**src/rtl/seg7_scan_driver_pkg.sv**
```systemverilog
// Purpose : shared segment constants for the 8-digit 7-segment scan driver.
// Latency : n/a (constants only).
// Backpr. : n/a.
//
// Segment patterns are active-low in {g,f,e,d,c,b,a} order; a full 8-bit SEG
// word adds the decimal point (also active-low) in bit 7.
package seg7_scan_driver_pkg;

  // Number of digits on the display and width of the digit index.
  localparam int NUM_DIGITS = 8;
  localparam int DIGIT_W    = 3;

  // All segments dark / all anodes off (both active-low).
  localparam logic [7:0] SEG_BLANK = 8'hFF;
  localparam logic [7:0] AN_OFF    = 8'hFF;

  // Seven-segment glyphs for hex digits 0..F (active-low, g..a).
  localparam logic [6:0] GLYPH_0 = 7'h40;
  localparam logic [6:0] GLYPH_1 = 7'h79;
  localparam logic [6:0] GLYPH_2 = 7'h24;
  localparam logic [6:0] GLYPH_3 = 7'h30;
  localparam logic [6:0] GLYPH_4 = 7'h19;
  localparam logic [6:0] GLYPH_5 = 7'h12;
  localparam logic [6:0] GLYPH_6 = 7'h02;
  localparam logic [6:0] GLYPH_7 = 7'h78;
  localparam logic [6:0] GLYPH_8 = 7'h00;
  localparam logic [6:0] GLYPH_9 = 7'h10;
  localparam logic [6:0] GLYPH_A = 7'h08;
  localparam logic [6:0] GLYPH_B = 7'h03;
  localparam logic [6:0] GLYPH_C = 7'h46;
  localparam logic [6:0] GLYPH_D = 7'h21;
  localparam logic [6:0] GLYPH_E = 7'h06;
  localparam logic [6:0] GLYPH_F = 7'h0E;

  // Glyph used if the decoder ever sees an unknown code: all segments dark.
  localparam logic [6:0] GLYPH_DARK = 7'h7F;

endpackage

```
**src/rtl/seg7_scan_driver_hex_to_seg7.sv**
```systemverilog
// Purpose : hex nibble -> active-low 7-segment glyph (g..a), table is total.
// Latency : combinational, zero cycles.
// Backpr. : none; output follows input continuously.
//
// Ports:
//   code   in  4  hex value to display
//   seg_n  out 7  active-low segment pattern {g,f,e,d,c,b,a}
module hex_to_seg7
  import seg7_scan_driver_pkg::*;
(
  input  logic [3:0] code,
  output logic [6:0] seg_n
);

  always_comb begin
    seg_n = GLYPH_DARK;
    case (code)
      4'h0: seg_n = GLYPH_0;
      4'h1: seg_n = GLYPH_1;
      4'h2: seg_n = GLYPH_2;
      4'h3: seg_n = GLYPH_3;
      4'h4: seg_n = GLYPH_4;
      4'h5: seg_n = GLYPH_5;
      4'h6: seg_n = GLYPH_6;
      4'h7: seg_n = GLYPH_7;
      4'h8: seg_n = GLYPH_8;
      4'h9: seg_n = GLYPH_9;
      4'hA: seg_n = GLYPH_A;
      4'hB: seg_n = GLYPH_B;
      4'hC: seg_n = GLYPH_C;
      4'hD: seg_n = GLYPH_D;
      4'hE: seg_n = GLYPH_E;
      4'hF: seg_n = GLYPH_F;
      default: seg_n = GLYPH_DARK;
    endcase
  end

endmodule

```
**src/rtl/seg7_scan_driver.sv**
```systemverilog
// Purpose : time-multiplexed driver showing a 32-bit value on 8 hex digits.
// Latency : registered outputs, one scan tick (N clk) from sample to display.
// Backpr. : none; data/dp are sampled only on the tick edge, never stalled.
//
// Ports:
//   clk    in   1   system clock, all state on rising edge
//   clrn   in   1   asynchronous active-low reset
//   data   in  32   value to show; digit i shows data[4*i+3:4*i]
//   dp     in   8   decimal points; dp[i]=1 lights the point of digit i
//   SEG    out  8   active-low segments, [7]=DP, [6:0]={g,f,e,d,c,b,a}
//   AN     out  8   active-low one-hot anodes, AN[i]=0 selects digit i
//
// N is the number of clk cycles per digit slot (N>=2); CNT_W must be wide
// enough that 2**CNT_W >= N.
module seg7_scan_driver
  import seg7_scan_driver_pkg::*;
#(
  parameter int N     = 50000,
  parameter int CNT_W = 16
) (
  input  logic        clk,
  input  logic        clrn,
  input  logic [31:0] data,
  input  logic [7:0]  dp,
  output logic [7:0]  SEG,
  output logic [7:0]  AN
);

  localparam logic [CNT_W-1:0]   PRESCALE_LAST = CNT_W'(N - 1);
  localparam logic [DIGIT_W-1:0] DIGIT_ONE     = DIGIT_W'(1);

  logic [CNT_W-1:0]   prescale_q, prescale_d;
  logic [DIGIT_W-1:0] cnt_q, cnt_d;
  logic [7:0]         an_q, an_d;
  logic [7:0]         seg_q, seg_d;

  logic               tick;
  logic [3:0]         nibble;
  logic [6:0]         glyph_n;

  // Nibble of the digit about to be shown; the decoder is purely combinational
  // so the glyph is ready by the tick edge.
  assign nibble = data[{cnt_q, 2'b00} +: 4];

  hex_to_seg7 u_hex_to_seg7 (
    .code  (nibble),
    .seg_n (glyph_n)
  );

  always_comb begin
    tick       = (prescale_q == PRESCALE_LAST);
    prescale_d = tick ? '0 : prescale_q + CNT_W'(1);

    // Outputs hold between ticks; the slot loaded on a tick is the digit index
    // as it stood before that tick.
    cnt_d = cnt_q;
    an_d  = an_q;
    seg_d = seg_q;
    if (tick) begin
      an_d  = ~(8'b0000_0001 << cnt_q);
      seg_d = {~dp[cnt_q], glyph_n};
      cnt_d = cnt_q + DIGIT_ONE;  // 3-bit, wraps 7 -> 0
    end
  end

  // Reset blanks the display immediately and restarts the scan at digit 0 with
  // a full prescale period before the first digit lights.
  always_ff @(posedge clk or negedge clrn) begin
    if (!clrn) begin
      prescale_q <= '0;
      cnt_q      <= '0;
      an_q       <= AN_OFF;
      seg_q      <= SEG_BLANK;
    end else begin
      prescale_q <= prescale_d;
      cnt_q      <= cnt_d;
      an_q       <= an_d;
      seg_q      <= seg_d;
    end
  end

  assign SEG = seg_q;
  assign AN  = an_q;

endmodule

```
**config.mk**
```make
export PLATFORM = sky130hd
export DESIGN_NAME = seg7_scan_driver
export DESIGN_NICKNAME = d
export VERILOG_FILES = /design/src/rtl/seg7_scan_driver_pkg.sv /design/src/rtl/seg7_scan_driver_hex_to_seg7.sv /design/src/rtl/seg7_scan_driver.sv
export SDC_FILE = /design/constraint.sdc
export NUM_CORES = 1
export LEC_CHECK = 0
export ABC_AREA = 0
export CELL_PAD_IN_SITES_DETAIL_PLACEMENT = 1
export CELL_PAD_IN_SITES_GLOBAL_PLACEMENT = 2
export CORE_ASPECT_RATIO = 0.75
export CORE_UTILIZATION = 33
export CTS_BUF_LIST = sky130_fd_sc_hd__clkbuf_4
export DETAILED_ROUTE_END_ITERATION = 8
export PLACE_DENSITY = 0.94
export SETUP_SLACK_MARGIN = 0.1
export SYNTH_ARGS = -nofsm -noshare
export SYNTH_HDL_FRONTEND = slang
export SYNTH_SLANG_ARGS = --single-unit
```
**constraint.sdc**
```tcl
create_clock -name clk -period 3.6 [get_ports clk]
set_input_delay 1.08 -clock clk [delete_from_list [all_inputs] [get_ports clk]]
set_output_delay 1.08 -clock clk [all_outputs]
set_load 0.05 [all_outputs]
```
==> summary.md <==
| Metric | Value |
|---|---|
| Outcome | `finished clean` |
| Design Area, Final | `2810 um2` |
| Post-synthesis register bit count | `35` |
| Chip Width | `94.1 um` |
| XOR/XNOR Fraction of Synth Area | `0.0667` |
| Layout cells sized above 1 | `0.181` |
| Router iterations before antenna repair | `4` |
| Worst reg-to-reg path cell count | `7` |
| Worst Path Required | `3870 ps` |
| Clock Sinks | `35` |
| Drt drc | `0` |
| Synth Area in Compound Gates | `0.0810` |
| Core area | `roughly 6000 um2` |
| CTS Buf Count | `5` |
| Worst R2R Start | `cnt_q[1]$_DFFE_PN0N_` |
| Max_cap viols | `0` |
| Post-synthesis mux area share | `0.168` |
| Sequential-to-total area share from yosys stat | `0.427` |
| Clock Path Buffers | `2` |
| Post_cts resized | `0` |
| Final Power | `about 800 uW` |
| Post-layout net count | `303` |
| Min cycle time layout | `2920 ps` |
| Multi-input gate area | `1110 um2` |
| Simple-gate share of the synthesized area | `0.134` |
| Area Overhead vs Synth | `33.9%` |
| Maximum vdd ir drop | `roughly 0.00014 V` |
| Clock power share | `0.357` |
| Post-DRT Antenna Nets | `0` |
| Slew HR | `0.584` |
| Synth Area in Adders | `0.0775` |
| Lkg Pwr | `0.00117 uW` |
| Clock Latency Late Sink | `340 ps` |
| Cell area after placement | `2740 um2` |
| Starting Density | `0.351` |
| Hold_sp | `SEG[7]$_DFFE_PN1N_` |
| Psw | `180 uW` |
| TritonCTS clock tree | `built` |
| FMAX | `approximately 0.34 GHz` |
| Unrepaired setup endpoints after global routing | `no` |
| Sequential share of power | `0.509` |
| R2r setup slk | `1050 ps` |
| # setup viols final | `0` |
| YS warnings | `0` |
| Endpoint class of the critical path | `flop` |
| Worst-margin pin slew | `623 ps` |
| Max FO, Critical Path | `6` |
| Final Hold Viols | `0` |
| Root buffer cell | `clkbuf_4` |
| Startpoint types | `primary input` |
| Clock skew | `9.70 ps` |
| GR Overflow Total | `0` |
| Hold Path Sink | `SEG[7]$_DFFE_PN1N_` |
| Post-synth EDFFs | `0` |
| Final cycle utilization of the critical path | `0.812` |
| Pin count of the biggest net entering global routing | `36` |
| Flip-flop and latch area | `896 um2` |
| Ant. Diodes | `0` |
| PD cells | `279 nW/um2` |
| Top_reg_cell synth | `dfrtp_1` |
| Internal | `604 uW` |
| Vias | `1637` |
| Yosys cell types | `40` |
| Drt total wl | `4.94 mm` |
| Setup CP Type | `in -> reg` |
| Most numerous cell in the Yosys netlist | `nor2_1` |
| Post-synth ARST share | `1.00` |
| Number of antenna violations at the first check in global routing | `0` |
| Post-DP HPWL | `3.87 mm` |
| Vias per cell | `5.01` |
| Clk slew on worst S/H paths | `110 ps` |
| Area contributors post-synth | `dfrtp_1 23%, dfstp_2 20%, mux4_2 11%, ha_1 7.7%, xor2_1 4.6%` |
| Hold WC Path Type | `reg -> reg` |
| Post-synth top cells | `25 x nor2_1, 19 x dfrtp_1, 16 x dfstp_2` |
| Main combinational cell family by area after synthesis | `multiplexers` |
| Detailed Route Iter0 Violations | `81` |
| Setup TNS | `0 ps` |
| Row count | `24` |
| Die Y | `between 70 and 80 um` |
| Crit path DAT | `3190 ps` |
| Worst hold stages | `2` |
| Avg Inst Size Synth | `between 10 and 15 um2` |
| Endpoint of the worst-slack reg-to-reg timing path | `SEG[4]$_DFFE_PN1N_` |
| CTS H-tree lvls | `2` |
| Port Buf Inserts | `57` |
| Number of global-route vias before repair | `about 1800` |
| Average routed wire per standard cell | `15.1 um` |
| Sw Ratio | `0.229` |
| # fillers | `652` |
| Global placer's final weighted congestion | `0.762` |
| Cell count after synthesis | `190` |
| Mapped Area | `2100 um2` |
| # IOs | `58` |
| Die area | `6690 um2` |
| Post-CTS Setup Bufs | `0` |
| Util after Layout | `0.470` |
| Global-route wire length before repair | `between 8 and 9 mm` |
| Top-area cell type share of the netlist area | `0.226` |
| CTS Hold Bufs | `0` |
| Final Slew Violations | `0` |
| Synth area leader | `dfrtp_1` |
| Power share of the combinational group | `0.135` |
| Gr usage total | `0.168` |
| Syn Nets | `245` |
## worst max path at each step
| stage | startpoint | end | slack [ps] | cells after the start |
|---|---|---|---|---|
| after floorplan | data[25] | SEG[6]$_DFFE_PN1N_ | 820 | 7 |
| after global placement | data[16] | SEG[4]$_DFFE_PN1N_ | 380 | 8 |
| after detailed placement | data[28] | SEG[4]$_DFFE_PN1N_ | 310 | 8 |
| after CTS | data[28] | SEG[4]$_DFFE_PN1N_ | 680 | 8 |
| after global routing | data[31] | SEG[1]$_DFFE_PN1N_ | 580 | 7 |
| final | data[20] | SEG[4]$_DFFE_PN1N_ | 680 | 8 |
## per-layer routing
metal,wire [um],up-vias,track usage
met2,2330,36,0.274
li1,-,790,-
met5,0,-,0
met1,2360,802,0.225
met4,91,0,0.0598
met3,150,9,0.0290
## cell usage in the layout (no fill, tap or decap), types with 7 or more instances in the layout
master and count:
a31oi_1 7, clkdlybuf4s50_1 57, dfrtp_1 19, dfstp_2 16, ha_1 13, inv_1 7
mux4_2 10, nand2_1 13, nand3_1 7, nor2_1 25, nor3_1 7, o21ai_1 7
xor2_1 11
## per-stage QoR
step / setup WS (ps) / hold slack (ps) / std cells
2_1_floorplan: 824 / 455 / 190
3_5_place_dp: 311 / 464 / 319
6_report: 676 / 474 / 327
5_1_grt: 581 / 491 / 327
4_1_cts: 678 / 480 / 327
3_3_place_gp: 381 / 456 / 319
## logic make-up (layout without fill, tap and decap cells)
logic type,after synthesis,in the layout
adders and majority gates,13,13
and+or+nand+nor,62,62
AOI/OAI and AO/OA,26,26
xor gates and xnor gates,16,16
buffers and inverters,19,78
muxes,19,19
DFF,35,35
## power groups by stage
stage	sequential, uW	clock (uW)	combinational (uW)
after floorplan	412	0	35.8
after global placement	406	0	104
after detailed placement	406	0	107
after CTS	399	290	107
after global routing	399	308	114
final	399	279	106
## state kept, by name, summed over array words and instances (netlist names)
signal      cells
prescale_q     16
SEG             8
cnt_q           3
AN              8
## area by class of cell
cell class,count,area share
sequential,35,0.319
inverter,9,0.0120
clock inverter,3,0.0138
multi-input combinational,136,0.394
clock buffer,5,0.0134
timing repair buffer,61,0.214
tap,78,0.0347
## critical path: stages
cell and delay (ps):
clkdlybuf4s50_1 400, mux4_2 500, mux2i_4 260, inv_2 80, ha_1 240, mux2_4 290, a221oi_2 270, nor2_1 70
(Power assumes the default switching activity.)
